File: src/rtl/seg_scan_pkg.sv
// seg_scan_ctrl shared definitions.
// Digit count, select width and scan FSM states.
package seg_scan_pkg;

  localparam int SEG_DIGITS = 4;
  localparam int SEG_SEL_W  = 2;

  typedef enum logic {
    SHOW = 1'b0,
    GAP  = 1'b1
  } scan_state_t;

endpackage

File: src/rtl/seg_scan_ctrl_tick_gen.sv
// tick_gen: modulo counter with synchronous clear.
// Modulus picked per state: MOD_A when mod_sel=0, MOD_B otherwise.
module tick_gen #(
  parameter int W     = 2,
  parameter int MOD_A = 4,
  parameter int MOD_B = 4
) (
  input  logic clk,
  input  logic clr,
  input  logic mod_sel,
  output logic tc
);

  logic [W-1:0] cnt;
  logic [W-1:0] last;

  // terminal count of the currently selected modulus
  always_comb begin
    last = mod_sel ? W'(MOD_B - 1) : W'(MOD_A - 1);
  end

  assign tc = (cnt == last);

  // count up, wrap to zero at terminal count or on clear
  always_ff @(posedge clk) begin
    if (clr || tc) begin
      cnt <= '0;
    end else begin
      cnt <= cnt + 1'b1;
    end
  end

endmodule

File: src/rtl/seg_scan_ctrl.sv
// seg_scan_ctrl: 4-digit display scan with frame-synced mask update.
// Optional blanking gap after each digit: define SEG_SCAN_BLANK_EN.
module seg_scan_ctrl
  import seg_scan_pkg::*;
#(
  parameter int DIV_MAX   = 100000,
  parameter int BLANK_CYC = 1000
) (
  input  logic       clk,
  input  logic       rst,
  input  logic [3:0] mask_in,
  input  logic       upd_req,
  output logic       upd_ack,
  output logic [1:0] sel,
  output logic [3:0] an,
  output logic       frame_done
);

`ifdef SEG_SCAN_BLANK_EN
  localparam int CNT_MAX =
    (DIV_MAX > BLANK_CYC) ? DIV_MAX : BLANK_CYC;
`else
  localparam int CNT_MAX = DIV_MAX;
`endif
  localparam int CNT_W = $clog2(CNT_MAX);

  scan_state_t           state;
  logic [SEG_DIGITS-1:0] mask_sh;
  logic                  tc;
  logic                  adv;
  logic                  wrap;

  tick_gen #(
    .W     (CNT_W),
    .MOD_A (DIV_MAX),
    .MOD_B (BLANK_CYC)
  ) u_tick (
    .clk     (clk),
    .clr     (rst),
    .mod_sel (state == GAP),
    .tc      (tc)
  );

`ifdef SEG_SCAN_BLANK_EN
  assign adv = tc && (state == GAP);
`else
  assign adv = tc;
`endif

  assign wrap = adv && (sel == SEG_SEL_W'(SEG_DIGITS - 1));

  // scan FSM, digit select, shadow mask and handshake pulses
  always_ff @(posedge clk) begin
    if (rst) begin
      state      <= SHOW;
      sel        <= '0;
      mask_sh    <= '1;
      upd_ack    <= 1'b0;
      frame_done <= 1'b0;
    end else begin
      frame_done <= wrap;
      upd_ack    <= wrap && upd_req;
      if (wrap && upd_req) begin
        mask_sh <= mask_in;
      end
      if (adv) begin
        sel <= sel + 1'b1;
      end
`ifdef SEG_SCAN_BLANK_EN
      if (tc) begin
        state <= (state == SHOW) ? GAP : SHOW;
      end
`else
      state <= SHOW;
`endif
    end
  end

  // active-low anode for the selected digit, dark during GAP
  always_comb begin
    an = 4'b1111;
    if (state == SHOW) begin
      an[sel] = ~mask_sh[sel];
    end
  end

endmodule

File: config.mk
export PLATFORM = sky130hd
export DESIGN_NAME = seg_scan_ctrl
export DESIGN_NICKNAME = d
export VERILOG_FILES = /design/src/rtl/seg_scan_pkg.sv /design/src/rtl/seg_scan_ctrl_tick_gen.sv /design/src/rtl/seg_scan_ctrl.sv
export SDC_FILE = /design/constraint.sdc
export NUM_CORES = 1
export LEC_CHECK = 0
export BUFFER_PORTS_ARGS = -buffer_cell sky130_fd_sc_hd__buf_2
export CAP_MARGIN = 20
export CORE_ASPECT_RATIO = 0.8
export CORE_MARGIN = 2
export CORE_UTILIZATION = 25
export CTS_CLUSTER_SIZE = 10
export DETAILED_ROUTE_END_ITERATION = 7
export PLACE_DENSITY = 0.48
export SETUP_SLACK_MARGIN = 0.5
export SLEW_MARGIN = 10
export SYNTH_ARGS = -nofsm -noshare
export SYNTH_HDL_FRONTEND = slang
export SYNTH_SLANG_ARGS = --single-unit
File: constraint.sdc
create_clock -name clk -period 1.7 [get_ports clk]
set_input_delay 0.085 -clock clk [delete_from_list [all_inputs] [get_ports clk]]
set_output_delay 0.085 -clock clk [all_outputs]
set_load 0.01 [all_outputs]
### Word level (Yosys, flattened, before mapping)

Cells that the tools add are included.

| storage, ports and cells | value |
|---|---|
| bits in registers | 25 |
| input bits | 7 |
| output and inout port bits | 8 |
| word-level logic and storage cells | 22 |

| cells by class | value |
|---|---|
| add/subtract/negate cells | 2 |
| $lt $le $gt $ge | 2 |
| equal/unequal tests | 2 |
| mux-type cells | 4 |
| bitwise gates (word level) | 3 |
| reduce and logical (&&, ||, !) cells | 4 |

Operators with widths:

| kind | count |
|---|---|
| 17-bit by 1-bit adder with 17-bit output (second input constant) | 1 |
| 17-bit == test (second input constant) | 1 |
| 4-bit inverter | 1 |
| 4-bit OR | 1 |
| 1-bit logical AND | 3 |
| 2-bit by 3-bit < comparator with 1-bit output (second input constant) | 1 |
| 2-bit by 1-bit adder with 2-bit output (second input constant) | 1 |
| 1-bit binary-select mux with 2-bit select | 1 |
| 1-bit demux with 2-bit select | 1 |
| 2-bit == test (second input constant) | 1 |
| 2-bit by 1-bit >= comparator with 1-bit output (second input constant) | 1 |
| 1-bit two-way mux | 2 |
| 1-bit logical OR | 1 |
| 1-bit inverter | 1 |

### Logic depth before layout (Yosys ltp)

| depth | value |
|---|---|
| depth after elaboration | 6 |
| gate-level depth with buffers | 9 |
| depth with buffers taken out | 5 |

### Hierarchy

A second synthesis with hierarchy kept.

| unflattened totals | value |
|---|---|
| cell total of the unflattened synthesis | 137 |
| area total of the unflattened synthesis | 1226.2 um^2 |

Modules (own cells, without submodules):

| module | times used | cells each | area each (um^2) | seq. area each (um^2) |
|---|---|---|---|---|
| tick_gen | 1 | 96 | 847.1 | 340.3 |
| seg_scan_ctrl | 1 | 41 | 379.1 | 160.2 |

### Worst setup path before layout

Ideal clock, no wire load.

| path | value |
|---|---|
| path type | reg2reg |
| start point | register u_tick.cnt[0] |
| end point | register u_tick.cnt[2] |
| library setup time | 62 ps |
| arrival time | 1735 ps |
| required time | 1638 ps |
| slack | -96 ps |
| stages on the path, launching flop included | 10 |
| path buffers | 4 |
| clock period less this slack | 1796 ps |
| cell sequence | dfxtp_1 > ha_1 > and4_1 > buf_6 > and4_4 > buf_6 > or2_1 > buf_6 > buf_12 > nor2_4 |

| between the ends | value |
|---|---|
| word-level cells in the longest chain between the ends | 2 |
| elaborated cells between the ends (all ways) | 3 |
| classes of those cells | 1 x add/sub; 1 x eq/ne; 1 x reduce/logical |

Ends and longest elaborated chain:

| what | line | RTL |
|---|---|---|
| start: declaration | seg_scan_ctrl_tick_gen.sv:14 | `logic [W-1:0] cnt;` |
| start signal: assignment | seg_scan_ctrl_tick_gen.sv:29 | `cnt <= cnt + 1'b1;` |
| parallel branches: the longest is 2 deep, another holds 17-bit by 1-bit adder with 17-bit output | -- |  |

Parallel ways; which one is timed is not known.
A chain may end at the register's enable or synchronous reset.

### Worst setup path after layout

| path | value |
|---|---|
| start point | register sel[0] |
| end point | output port an[0] |

| between the ends | value |
|---|---|
| word-level cells in the longest chain between the ends | 6 |
| elaborated cells between the ends (all ways) | 10 |
| classes of those cells | 2 x order compare; 4 x mux; 3 x bitwise; 1 x reduce/logical |

Ends and longest elaborated chain:

| what | line | RTL |
|---|---|---|
| start: declaration | seg_scan_ctrl.sv:14 | `output logic [1:0] sel,` |
| start signal: assignment | seg_scan_ctrl.sv:67 | `sel <= sel + 1'b1;` |
| 2-bit by 3-bit < comparator with 1-bit output (implied by the code) / 2-bit by 1-bit >= comparator with 1-bit output (equally long branches) | seg_scan_ctrl.sv:83 | `an[sel] = ~mask_sh[sel];` |
| 1-bit logical AND (implied by the code) | seg_scan_ctrl.sv:83 |  |
| 1-bit two-way mux (implied by the code) | seg_scan_ctrl.sv:83 |  |
| 1-bit demux with 2-bit select | seg_scan_ctrl.sv:83 |  |
| 4-bit inverter (no source line) | -- |  |
| 4-bit OR (no source line) (*) | -- |  |
| end: declaration | seg_scan_ctrl.sv:15 | `output logic [3:0] an,` |

Every way passes the cells marked *; elsewhere a longest branch is shown, timed or not. The select of a mux whose other input is x is not followed.

==> out/qor.log <==
INFO  timing         setup_tns=0ps
INFO  route          met2WireLength=1350um
INFO  synth          syn-cell-area=0.00126mm^2
INFO  synth          yosys_top_cell_area_share=39.8%
INFO  synth          synth.net_count=140
INFO  synth          synth_edf_count=0
INFO  setup_path     worstPathMaxFanout=4
INFO  setup_path     worst_setup_path_end_kind=output port
INFO  layout         insertedDiodeCount=0
INFO  timing         timing_max_transition_violations_final=0
INFO  layout         layout.cell_area.non_filler=0.00171mm^2
INFO  timing         max_freq=673MHz
INFO  setup_path     ff2ff_setup_slack=250ps
INFO  synth          synth_most_common_cell=sky130_fd_sc_hd__dfxtp_1
INFO  floorplan      design.core.area=0.00492mm^2
INFO  timing         period_share=87.5%
INFO  timing         fin_crit=1490ps
INFO  route          drt-pass1-iter-count=4
INFO  floorplan      initial_utilization=25.5%
INFO  clocking       cts_tree=built
INFO  route          avgViaCountPerCell=4.53
INFO  power_and_ir_drop total_leakage_power=0.627nW
INFO  power_and_ir_drop power_density=605mW/mm^2
INFO  flow_run       maxCapViolCount=0
INFO  placed_design  place_area=0.00140mm^2
INFO  route          drtAntennaViolNets=0
INFO  setup_path     worstSetupStartpointType=register
INFO  route          route.layer.met1.wl=1250um
INFO  route          detail_route.wl_per_cell=12.7um
INFO  synth          synth.distinct_cells=33
INFO  synth          yosys_reg_bits=25
INFO  placed_design  routabilityCongestion=0.822
INFO  route          highest_layer=met4
INFO  layout         area.growth.synth_to_final=36.1%
INFO  clocking       cts-buffers-inserted=3
INFO  route          via_count=970
INFO  clocking       clkSinkCount=25
INFO  layout         nFillCells=485
INFO  placed_design  portBuffers=14
INFO  timing         timing_hold_violations_final=0
INFO  clocking       worstSkewPairLatency=270ps
INFO  timing         setup_viol_count_final=0
INFO  synth          postSynth.topFlopCell=sky130_fd_sc_hd__dfxtp_1
INFO  route          route.met3.wl=51um
INFO  grt            grt_pass1_wl=4550um
INFO  timing         rsz0062_at_grt=yes
INFO  timing         clock-skew-final=2.20ps
INFO  hold_path      worst_hold_class=input port to register
INFO  route          totalWireLength=2720um
INFO  setup_path     critical_path_required=1620ps
INFO  synth          syn-instance-count=128
INFO  timing         tightest_slew=316ps
INFO  clocking       cts.htree.levels=1
INFO  layout         design.final.nets=165
INFO  floorplan      number_of_core_rows=23
INFO  route          detail_route.iter0.violations=87
INFO  clocking       deepest_clock_path_buffer_count=2
INFO  power_and_ir_drop peakVddDrop=0.219mV
INFO  layout         final_layout_size_suffix_gt1_share=52.6%
INFO  clocking       clk_pin_slew_worst_paths=90ps
INFO  placed_design  place.detailed.hpwl=1740um
INFO  synth          async_reset_ff_share=0%
INFO  floorplan      die_h=67.4um
INFO  synth          syn_area_per_cell=9.81um^2
INFO  grt            global_route.overflow_total=0
INFO  grt            antenna_found_initial=0
INFO  grt            vias_in_the_first_global_route=910
INFO  run_status     status=finished, final reports clean
INFO  floorplan      total_die_area=0.00561mm^2
INFO  setup_path     worst-endpoint-arrival=1400ps
INFO  synth          post_synth_most_frequent_cells=sky130_fd_sc_hd__dfxtp_1 (25), sky130_fd_sc_hd__xor2_1 (11), sky130_fd_sc_hd__nand2_1 (9), sky130_fd_sc_hd__nor2_4 (8)
INFO  floorplan      io_pins=15
INFO  setup_path     critPathKind=register to output port
INFO  synth          synth.top_cells.by_area=sky130_fd_sc_hd__dfxtp_1 (40%), sky130_fd_sc_hd__xor2_1 (7.7%), sky130_fd_sc_hd__nor2_4 (7.2%)
INFO  timing         maxSlewHeadroom=79.0%
INFO  synth          ys_warn_count=0
INFO  clocking       clockRootBuffer=sky130_fd_sc_hd__clkbuf_8
INFO  grt            gr-usage-all-layers=10.4%
INFO  floorplan      floorplan.die.width=83.3um
INFO  grt            grt_max_degree=14
INFO  synth          synthDominantAreaCellType=sky130_fd_sc_hd__dfxtp_1
INFO  route          drt_drc_violations_left=0
INFO  synth          synth_seq_area_share=39.8%
[path summary, 6_finish.rpt]
kind | end | cells after the start | from
setup / recovery | an[0] | 3 | sel[0]
hold / removal | mask_sh[0] | 3 | mask_in[0]
setup reg to reg | u_tick.cnt[15] | 5 | u_tick.cnt[5]
hold reg to reg | mask_sh[2] | 2 | mask_sh[2]
[state kept, by name (all words and copies together), names as in the netlist]
signal and cells:
mask_sh 4, frame_done 1, upd_ack 1, u_tick.cnt 17, sel 2
[critical path, cell delays in order, from the launching register on]
cell and delay [ps]:
sky130_fd_sc_hd__dfxtp_4 370, sky130_fd_sc_hd__mux4_2 540, sky130_fd_sc_hd__nand2_1 90, sky130_fd_sc_hd__buf_2 130
[placed cells by master (no fill, tap or decap), types with 2 or more instances in the layout]
| cell | synthesis | routed |
|---|---|---|
| sky130_fd_sc_hd__a21oi_2 | 0 | 3 |
| sky130_fd_sc_hd__nand3_1 | 7 | 7 |
| sky130_fd_sc_hd__buf_2 | 1 | 14 |
| sky130_fd_sc_hd__nor2_1 | 6 | 3 |
| sky130_fd_sc_hd__nand4_1 | 5 | 5 |
| sky130_fd_sc_hd__nand2_1 | 9 | 7 |
| sky130_fd_sc_hd__and4_4 | 1 | 3 |
| sky130_fd_sc_hd__o21ai_0 | 6 | 2 |
| sky130_fd_sc_hd__dfxtp_1 | 25 | 15 |
| sky130_fd_sc_hd__buf_4 | 1 | 8 |
| sky130_fd_sc_hd__ha_1 | 5 | 4 |
| sky130_fd_sc_hd__inv_1 | 7 | 7 |
| sky130_fd_sc_hd__dfxtp_4 | 0 | 7 |
| sky130_fd_sc_hd__nor2_2 | 2 | 2 |
| sky130_fd_sc_hd__nor2_4 | 8 | 11 |
| sky130_fd_sc_hd__o21ai_2 | 0 | 3 |
| sky130_fd_sc_hd__and3_4 | 0 | 3 |
| sky130_fd_sc_hd__nand2_2 | 0 | 2 |
| sky130_fd_sc_hd__buf_6 | 3 | 3 |
| sky130_fd_sc_hd__clkbuf_8 | 0 | 3 |
| sky130_fd_sc_hd__xor2_1 | 11 | 11 |
| sky130_fd_sc_hd__a41oi_2 | 0 | 4 |
| sky130_fd_sc_hd__dfxtp_2 | 0 | 3 |
| sky130_fd_sc_hd__and3_1 | 5 | 2 |
[cell type report]
type	instances	area [um^2]	share of cell area [%]
inverter	7	26.3	1.54
sequential	25	531	31.0
multi-input combinational	89	818	47.9
clock buffer	4	45.0	2.64
timing repair buffer	27	211	12.4
tap	62	77.6	4.54
[metrics by stage]
step	power [W]	hold slack, ps	setup slack, ps	cells	utilization, %
global placement	0.000663	347	25.1	202	28.5
floorplan	0.000652	255	18.4	128	-
detailed placement	0.000664	368	138	202	28.5
global route	0.00107	119	152	214	34.7
CTS	0.00104	65.4	216	214	33.5
finish	0.00103	112	213	214	34.7
[metal layers]
metal / track usage, % / up-vias
met4: 6.76 / 0
met5: 0 / -
met3: 1.34 / 4
met2: 17.6 / 10
met1: 12.6 / 468
li1: - / 488
[cells by family after synthesis]
logic type,after synthesis,share of synthesized area [%]
and+or+nand+nor,55,28.9
DFF,25,39.8
AOI/OAI and AO/OA,14,6.97
buffers and inverters,14,7.67
xor gates and xnor gates,13,9.06
adders and majority gates,5,4.98
muxes,2,2.59
[report_power, final]
| group | switching (W) | leakage (nW) | internal [W] | total [W] |
|---|---|---|---|---|
| Sequential | 0.00000661 | 0.209 | 0.000583 | 0.000590 |
| Combinational | 0.0000434 | 0.396 | 0.0000394 | 0.0000828 |
| Clock | 0.000194 | 0.0228 | 0.000168 | 0.000362 |
| Total | 0.000244 | 0.627 | 0.000791 | 0.00103 |
[timing repair]
| item | in CTS | in global routing |
|---|---|---|
| pin swaps | 12 | 9 |
| hold buffers | 0 | 0 |
| cloned | 1 | 0 |
| setup endpoints to repair | 28 | 28 |
| resized for setup | 40 | 14 |
| setup buffers | 7 | 0 |
(Power assumes the default switching activity.)
